File: config.mk
export PLATFORM = sky130hd
export DESIGN_NAME = pc_ctrl_unit
export DESIGN_NICKNAME = d
export VERILOG_FILES = /design/src/rtl/pc_ctrl_unit.sv
export SDC_FILE = /design/constraint.sdc
export NUM_CORES = 1
export LEC_CHECK = 0
export ABC_AREA = 1
export BUFFER_PORTS_ARGS = -buffer_cell sky130_fd_sc_hd__buf_2
export CAP_MARGIN = 25
export CORE_MARGIN = 2
export CORE_UTILIZATION = 59
export CTS_BUF_LIST = sky130_fd_sc_hd__clkbuf_16
export DETAILED_ROUTE_END_ITERATION = 10
export PLACE_DENSITY = 0.8
export SLEW_MARGIN = 20
export SYNTH_ARGS = -nofsm -noshare
export SYNTH_HDL_FRONTEND = slang
export SYNTH_SLANG_ARGS = --single-unit
export TNS_END_PERCENT = 20
File: constraint.sdc
create_clock -name clk -period 4.22 [get_ports clk]
set_input_delay 0.844 -clock clk [delete_from_list [all_inputs] [get_ports clk]]
set_output_delay 0.844 -clock clk [all_outputs]
set_load 0.005 [all_outputs]
File: src/rtl/pc_ctrl_unit.sv
// Fetch-stage program counter: sequential advance, trap vectoring, EX redirect
// with capture during stalls, and a circular return-address stack for call/ret.
module pc_ctrl_unit #(
  parameter int              PC_W      = 16,
  parameter logic [PC_W-1:0] RESET_PC  = '0,
  parameter logic [PC_W-1:0] TRAP_VEC  = PC_W'('h0100),
  parameter int              STEP      = 4,
  parameter int              RAS_DEPTH = 4
) (
  input  logic            clk,
  input  logic            rst,
  input  logic            stall,
  input  logic            trap_valid,
  input  logic            redirect_valid,
  input  logic [PC_W-1:0] redirect_pc,
  input  logic            call_valid,
  input  logic [PC_W-1:0] call_target,
  input  logic            ret_valid,
  output logic [PC_W-1:0] current_pc,
  output logic            redirect_pending,
  output logic            ras_empty,
  output logic            ras_full,
  output logic            ras_miss
);

  localparam int PTR_W = $clog2(RAS_DEPTH);
  localparam int CNT_W = PTR_W + 1;
  localparam logic [CNT_W-1:0] DEPTH_CNT = CNT_W'(RAS_DEPTH);

  logic [PC_W-1:0]  pend_pc;
  logic [PC_W-1:0]  pc_seq;
  logic [PTR_W-1:0] ras_ptr;
  logic [PTR_W-1:0] ptr_inc;
  logic [PTR_W-1:0] ptr_dec;
  logic [CNT_W-1:0] ras_cnt;
  logic [PC_W-1:0]  ras_mem [RAS_DEPTH];

  // ras_ptr points at the next free slot, so the top of stack sits one below it.
  assign pc_seq  = current_pc + PC_W'(STEP);
  assign ptr_inc = ras_ptr + PTR_W'(1);
  assign ptr_dec = ras_ptr - PTR_W'(1);

  assign ras_empty = (ras_cnt == '0);
  assign ras_full  = (ras_cnt == DEPTH_CNT);

  always_ff @(posedge clk or posedge rst) begin
    if (rst) begin
      current_pc       <= RESET_PC;
      redirect_pending <= 1'b0;
      pend_pc          <= '0;
      ras_ptr          <= '0;
      ras_cnt          <= '0;
      ras_miss         <= 1'b0;
      // NOTE: the stack is a handful of flops, so clearing every entry on reset is cheap and keeps its contents deterministic.
      for (int i = 0; i < RAS_DEPTH; i++) ras_mem[i] <= '0;
    end else begin
      // NOTE: all state here uses non-blocking assignments so every branch sees the pre-edge values.
      ras_miss <= 1'b0;
      if (trap_valid) begin
        current_pc       <= TRAP_VEC;
        redirect_pending <= 1'b0;
        ras_ptr          <= '0;
        ras_cnt          <= '0;
      end else if (redirect_valid && !stall) begin
        current_pc       <= redirect_pc;
        redirect_pending <= 1'b0;
      end else if (redirect_valid) begin
        redirect_pending <= 1'b1;
        pend_pc          <= redirect_pc;
      end else if (stall) begin
        current_pc <= current_pc;
      end else if (redirect_pending) begin
        current_pc       <= pend_pc;
        redirect_pending <= 1'b0;
      end else if (ret_valid) begin
        if (ras_empty) begin
          current_pc <= pc_seq;
          ras_miss   <= 1'b1;
        end else begin
          current_pc <= ras_mem[ptr_dec];
          ras_ptr    <= ptr_dec;
          ras_cnt    <= ras_cnt - CNT_W'(1);
        end
      end else if (call_valid) begin
        // A push onto a full stack lands on the oldest entry; the count saturates.
        ras_mem[ras_ptr] <= pc_seq;
        ras_ptr          <= ptr_inc;
        if (!ras_full) ras_cnt <= ras_cnt + CNT_W'(1);
        current_pc <= call_target;
      end else begin
        current_pc <= pc_seq;
      end
    end
  end

endmodule
### Yosys cells after proc, flatten, opt, wreduce, memory -nomap -nowiden

Index checks and enable logic that the tools add are counted.

| cells by class | value |
|---|---|
| $add $sub $neg | 5 |
| magnitude comparators | 3 |
| reductions and logical operators | 10 |
| bitwise gates (word level) | 8 |
| muxes and demuxes | 42 |
| equality and inequality tests | 10 |

Operator list:

| kind | count |
|---|---|
| 16-bit 2-to-1 mux | 11 |
| 64-bit bitwise mux | 1 |
| 16-bit binary-select mux with 2-bit select | 1 |
| 16-bit demux with 2-bit select | 1 |
| 3-bit 2-to-1 mux | 9 |
| 16-bit by 3-bit adder with 16-bit output (second input constant) | 1 |
| 2-bit 2-to-1 mux | 8 |
| 7-bit AND reduction | 2 |
| 1-bit 2-to-1 mux | 11 |
| 3-bit >= comparator (second input constant) | 2 |
| 2-bit inequality test (second input constant) | 3 |
| 3-bit inequality test (second input constant) | 2 |
| 1-bit NOT | 6 |
| 2-bit NOT with 3-bit output | 2 |
| 6-bit AND reduction | 1 |
| 4-bit by 1-bit inequality test with 1-bit output (second input constant) | 1 |
| 3-bit by 1-bit adder with 3-bit output (second input constant) | 1 |
| 3-bit == test (second input constant) | 1 |
| 3-bit logical NOT | 1 |
| 3-bit by 1-bit less-than comparator with 1-bit output (second input constant) | 1 |
| 3-bit by 1-bit inequality test with 1-bit output (second input constant) | 1 |
| 3-bit by 2-bit inequality test with 1-bit output (second input constant) | 1 |
| 3-bit AND reduction | 1 |
| 3-bit nonzero test | 1 |
| 7 further kinds | 8 |

| storage, ports and cells | value |
|---|---|
| register bits | 103 |
| output and inout bits | 20 |
| input bits | 39 |
| word-level logic and storage cells | 88 |

### Longest topological paths before layout

| depth | value |
|---|---|
| word-level depth | 12 |
| mapped depth | 16 |

### Least setup slack after synthesis

No wires, ideal clock.

| timing | value |
|---|---|
| kind | register to register |
| start point | reg ras_ptr[0] |
| end point | reg current_pc[0] |
| cell stages (with the launch flop) | 14 |
| data required time | 4097 ps |
| buffers on the path | 5 |
| arrival time | 2140 ps |
| setup slack | 1957 ps |
| cell sequence | dfrtp_1 buf_2 inv_1 buf_2 buf_2 ha_1 buf_2 inv_1 buf_2 o21ai_0 a21oi_1 o21ai_0 o21ai_0 nand2_1 |

| between the ends | value |
|---|---|
| word-level cells in the longest chain between the ends | 12 |

Ends and longest elaborated chain:

| item | RTL line | text |
|---|---|---|
| start: declaration | 32 | `logic [PTR_W-1:0] ras_ptr;` |
| start signal: assignment | 81 | `ras_ptr <= ptr_dec;` |
| start signal: assignment | 87 | `ras_ptr <= ptr_inc;` |
| 2-bit by 1-bit subtractor with 2-bit output | 41 | `assign ptr_dec = ras_ptr - PTR_W'(1);` |
| 2-bit NOT with 3-bit output (not written as such) | 80 | `current_pc <= ras_mem[ptr_dec];` |
| 16-bit binary-select mux with 2-bit select | 80 |  |
| 16-bit 2-to-1 mux (not written as such) (2 in a row) | 80 |  |
| 16-bit 2-to-1 mux | 76 | `if (ras_empty) begin` |
| 16-bit 2-to-1 mux | 75 | `end else if (ret_valid) begin` |
| 16-bit 2-to-1 mux | 72 | `end else if (redirect_pending) begin` |
| 16-bit 2-to-1 mux | 70 | `end else if (stall) begin` |
| 16-bit 2-to-1 mux | 67 | `end else if (redirect_valid) begin` |
| 16-bit 2-to-1 mux | 64 | `end else if (redirect_valid && !stall) begin` |
| 16-bit 2-to-1 mux | 59 | `if (trap_valid) begin` |
| end signal: assignment | 65 | `current_pc <= redirect_pc;` |
| end signal: assignment | 71 | `current_pc <= current_pc;` |
| end signal: assignment | 73 | `current_pc <= pend_pc;` |
| end: declaration | 19 | `output logic [PC_W-1:0] current_pc,` |

Every way passes these cells. The select of a mux whose other input is x is not followed.
A chain may end at the register's enable or synchronous reset.

### Worst setup path after layout

| timing | value |
|---|---|
| start point | reg redirect_pending |
| end point | reg ras_mem[14] in the netlist's numbering |

| between the ends | value |
|---|---|
| word-level cells in the longest chain between the ends | 2 |

Ends and longest elaborated chain:

| item | RTL line | text |
|---|---|---|
| start: declaration | 20 | `output logic redirect_pending,` |
| start signal: assignment | 49 | `redirect_pending <= 1'b0;` |
| start signal: assignment | 61 | `redirect_pending <= 1'b0;` |
| start signal: assignment | 66 | `redirect_pending <= 1'b0;` |
| 1-bit NOT (no source line) | - |  |
| 7-bit AND reduction (no source line) | - |  |
| end signal: indexed assignment | 86 | `ras_mem[ras_ptr] <= pc_seq;` |
| end: declaration | 36 | `logic [PC_W-1:0] ras_mem [RAS_DEPTH];` |

Every way passes these cells.

==> metrics.csv <==
stage,metric,value,unit
final_layout,NumNets Final,824,
floorplan,Core ar.,9150,sq um
clocking,Post-CTS Hold Fix Bufs,0,
timing,final hold vios,0,
pwr,overall power,3.00,mW
logic_synthesis,"Seq/Total Area, Yosys",46.7,%
logic_synthesis,Netlist cell types,35,
timing,actual slew at the worst max-slew pin,0.891,ns
place,Buffers on Ports,58,
floorplan,I/O pin cnt,59,
place,DP HPWL,10.2,mm
floorplan,Rows,35,
worst_hold_path,worst hold path class,reg2reg,
setup_path,CP Data Required Time,4.48,ns
floorplan,die width,101,um
logic_synthesis,Syn Nets,782,
logic_synthesis,syn avg cell area,7.49,sq um
setup_path,Worst path slowest cell,dfrtp_1,
timing,Hold WS,0.484,ns
final_layout,"most common cell after layout, fill and taps aside",nand2_1,
floorplan,DIE AREA,10200,sq um
final_layout,Area Growth Syn to Fin,10.6,%
logic_synthesis,"Async S/R FF share, synth",100,%
pwr,logic gate share of total power,30.3,%
drt,Initial DRT Pass Iterations,5,
drt,Post-Route WL,14.0,mm
clocking,Clock Latency Late Sink,0.34,ns
setup_path,Worst Setup End Kind,register,
timing,final setup vio count,0,
logic_synthesis,YS warnings,0,
drt,DRC Markers,0,
timing,Layout Skew,0.0111,ns
pwr,Clock power frac,25.3,%
pwr,Int Pwr,1.91,mW
final_layout,fillers,763,
setup_path,CP Class,reg2reg,
clocking,clk sinks,103,
clocking,clk root buf,clkbuf_16,
pwr,Sw Ratio,36.4,%
timing,"Period Utilization, post-route",61.2,%
run,MaxCap Viol Count,0,
clocking,H-tree level count,3,
final_layout,utilization after layout,66.7,%
floorplan,Die Ht,101,um
pwr,Sequential Power Share,44.4,%
grt,largest net degree at the start of global routing,42,
timing,Final WS setup,1.64,ns
place,pre-CTS setup slack,1.51,ns
setup_path,critical path's most frequent cell,inv_2,
clocking,Worst-path clk slew,0.07,ns
timing,RSZ-0062 raised after global routing,no,
drt,Final ANT Viol Nets,0,
place,GPL Wtd Cong,0.952,
pwr,Power Dens Cells,492,nW/um^2
drt,Via density,5.65,
setup_path,crit path cell chain,inv_2 -> nand3_1 -> nor3_4 -> nand2_1 -> inv_2 -> nor2_1 -> a31oi_1,
grt,GRT Util Overall,28.9,%
grt,grt total ovfl,0,
drt,drt wl/cell,15.7,um
grt,global-route wire length before repair,23.1,mm
pwr,sw power,1.09,mW
clocking,Num CTS Buffers,9,
floorplan,Initial Utilization,60.3,%
timing,fin. max-slew vios,0,
setup_path,Worst setup SP type,register,
drt,routed vias,5058,
setup_path,CP max stage delay,0.59,ns
outcome,status,"finished, final reports clean",
logic_synthesis,"Cell Area, Synth",5520,sq um
clocking,CTS tree,done,
setup_path,"Data arrival, critical path",2.84,ns
logic_synthesis,post-synthesis register bit count,103,
setup_path,Worst Path Max Fanout,23,
grt,initial antenna violation count,0,
timing,post-route minimum period,2.58,ns
grt,vias in the first global route,4730,
timing,Setup TNS,0,ns
clocking,setup bufs post-CTS,0,
pwr,Static Leak,3.12,nW
final_layout,# diodes,0,
drt,DRT iter0 DRCs,359,
final_layout,"commonest cells after routing, fill and taps aside","247 x nand2_1, 103 x dfrtp_1, 92 x o21ai_0",
timing,Max Freq,387,MHz
pwr,maximum vdd drop,260,uV
clocking,Max Buffers Root-to-Sink,2,
logic_synthesis,Syn Inst Count,737,
timing,Worst slew margin,40.4,%
final_layout,proportion of layout cells with a drive suffix above 1,13.3,%
clocking,Resized cells post-CTS,0,
logic_synthesis,top_reg_cell synth,dfrtp_1,
logic_synthesis,Post-synth EDFFs,0,
## worst max-delay path, delay by kind of cell (launching register included)
kind                   cells  cell delay (ns)
buffers and inverters      2             0.66
AND/OR/NAND/NOR            4             1.08
AO/OA/AOI/OAI              1             0.17
flip-flops                 1             0.59
## registers in the layout (all words and copies together), names as in the netlist
name	count
pend_pc	16
redirect_pending	1
ras_cnt	3
ras_mem	64
current_pc	16
ras_ptr	2
ras_miss	1
## synthesized netlist by cell type, types with 2 or more instances
cell / n / area, sq um
nand3_1: 39 / 195
inv_1: 70 / 263
o21ai_1: 11 / 55.1
dfrtp_1: 103 / 2580
nand2_1: 247 / 927
nor3_1: 6 / 30.0
o211ai_1: 5 / 37.5
nor2_1: 42 / 158
or2_2: 3 / 18.8
nor2_2: 2 / 12.5
a31oi_1: 8 / 50.1
buf_4: 2 / 15.0
and2_1: 3 / 18.8
mux2_2: 13 / 146
o31ai_1: 2 / 15.0
nand4_1: 4 / 25.0
a21oi_1: 29 / 145
inv_2: 5 / 18.8
xnor2_1: 3 / 26.3
o21ai_0: 92 / 460
buf_2: 16 / 80.1
xor2_1: 3 / 26.3
ha_1: 5 / 62.6
clkbuf_1: 13 / 48.8
## worst paths after layout
path                             startpoint           to  slack, ns  cells past startpoint
max in group asynchronous               rst   ras_mem[3]       2.87                      3
min in group asynchronous               rst  pend_pc[15]       0.50                      2
max reg2reg                redirect_pending  ras_mem[14]       1.64                      7
min reg2reg                     ras_mem[33]  ras_mem[33]       0.48                      2
max                        redirect_pending  ras_mem[14]       1.64                      7
min                             ras_mem[33]  ras_mem[33]       0.48                      2
## metal layers
| metal | track usage (%) | up-vias | wire (um) |
|---|---|---|---|
| li1 | - | 2446 | - |
| met1 | 41.8 | 2342 | 6230 |
| met2 | 45.1 | 241 | 6500 |
| met3 | 3.88 | 29 | 994 |
| met4 | 10.2 | 0 | 304 |
| met5 | 0 | - | 0 |
## per-stage QoR
step                cells  area (sq um)
floorplan             737          5520
global placement      879          5840
detailed placement    879          5840
CTS                   895          6110
global route          895          6110
finish                895          6110
## power by group through the flow
| stage | combinational (mW) | clock [mW] | sequential, mW |
|---|---|---|---|
| after floorplan | 0.665 | 0 | 1.30 |
| after global placement | 0.862 | 0 | 1.33 |
| after detailed placement | 0.897 | 0 | 1.34 |
| after CTS | 0.900 | 0.764 | 1.33 |
| after global routing | 1.03 | 0.795 | 1.35 |
| final | 0.910 | 0.761 | 1.33 |
## cell type report
class / instances / area, sq um / area share, %
multi-input combinational: 525 / 2500 / 40.9
inverter: 76 / 288 / 4.71
timing repair buffer: 64 / 335 / 5.49
clock inverter: 7 / 42.5 / 0.696
sequential: 103 / 2580 / 42.2
clock buffer: 9 / 225 / 3.69
tap: 111 / 139 / 2.27
## cells by family after synthesis
| group | share of synthesized area (%) |
|---|---|
| simple gates | 26.0 |
| flops | 46.7 |
| buf+inv | 8.04 |
| mux | 2.65 |
| xor+xnor | 0.952 |
| compound gates | 14.2 |
| fa+ha+maj | 1.50 |
(Power assumes the default switching activity.)
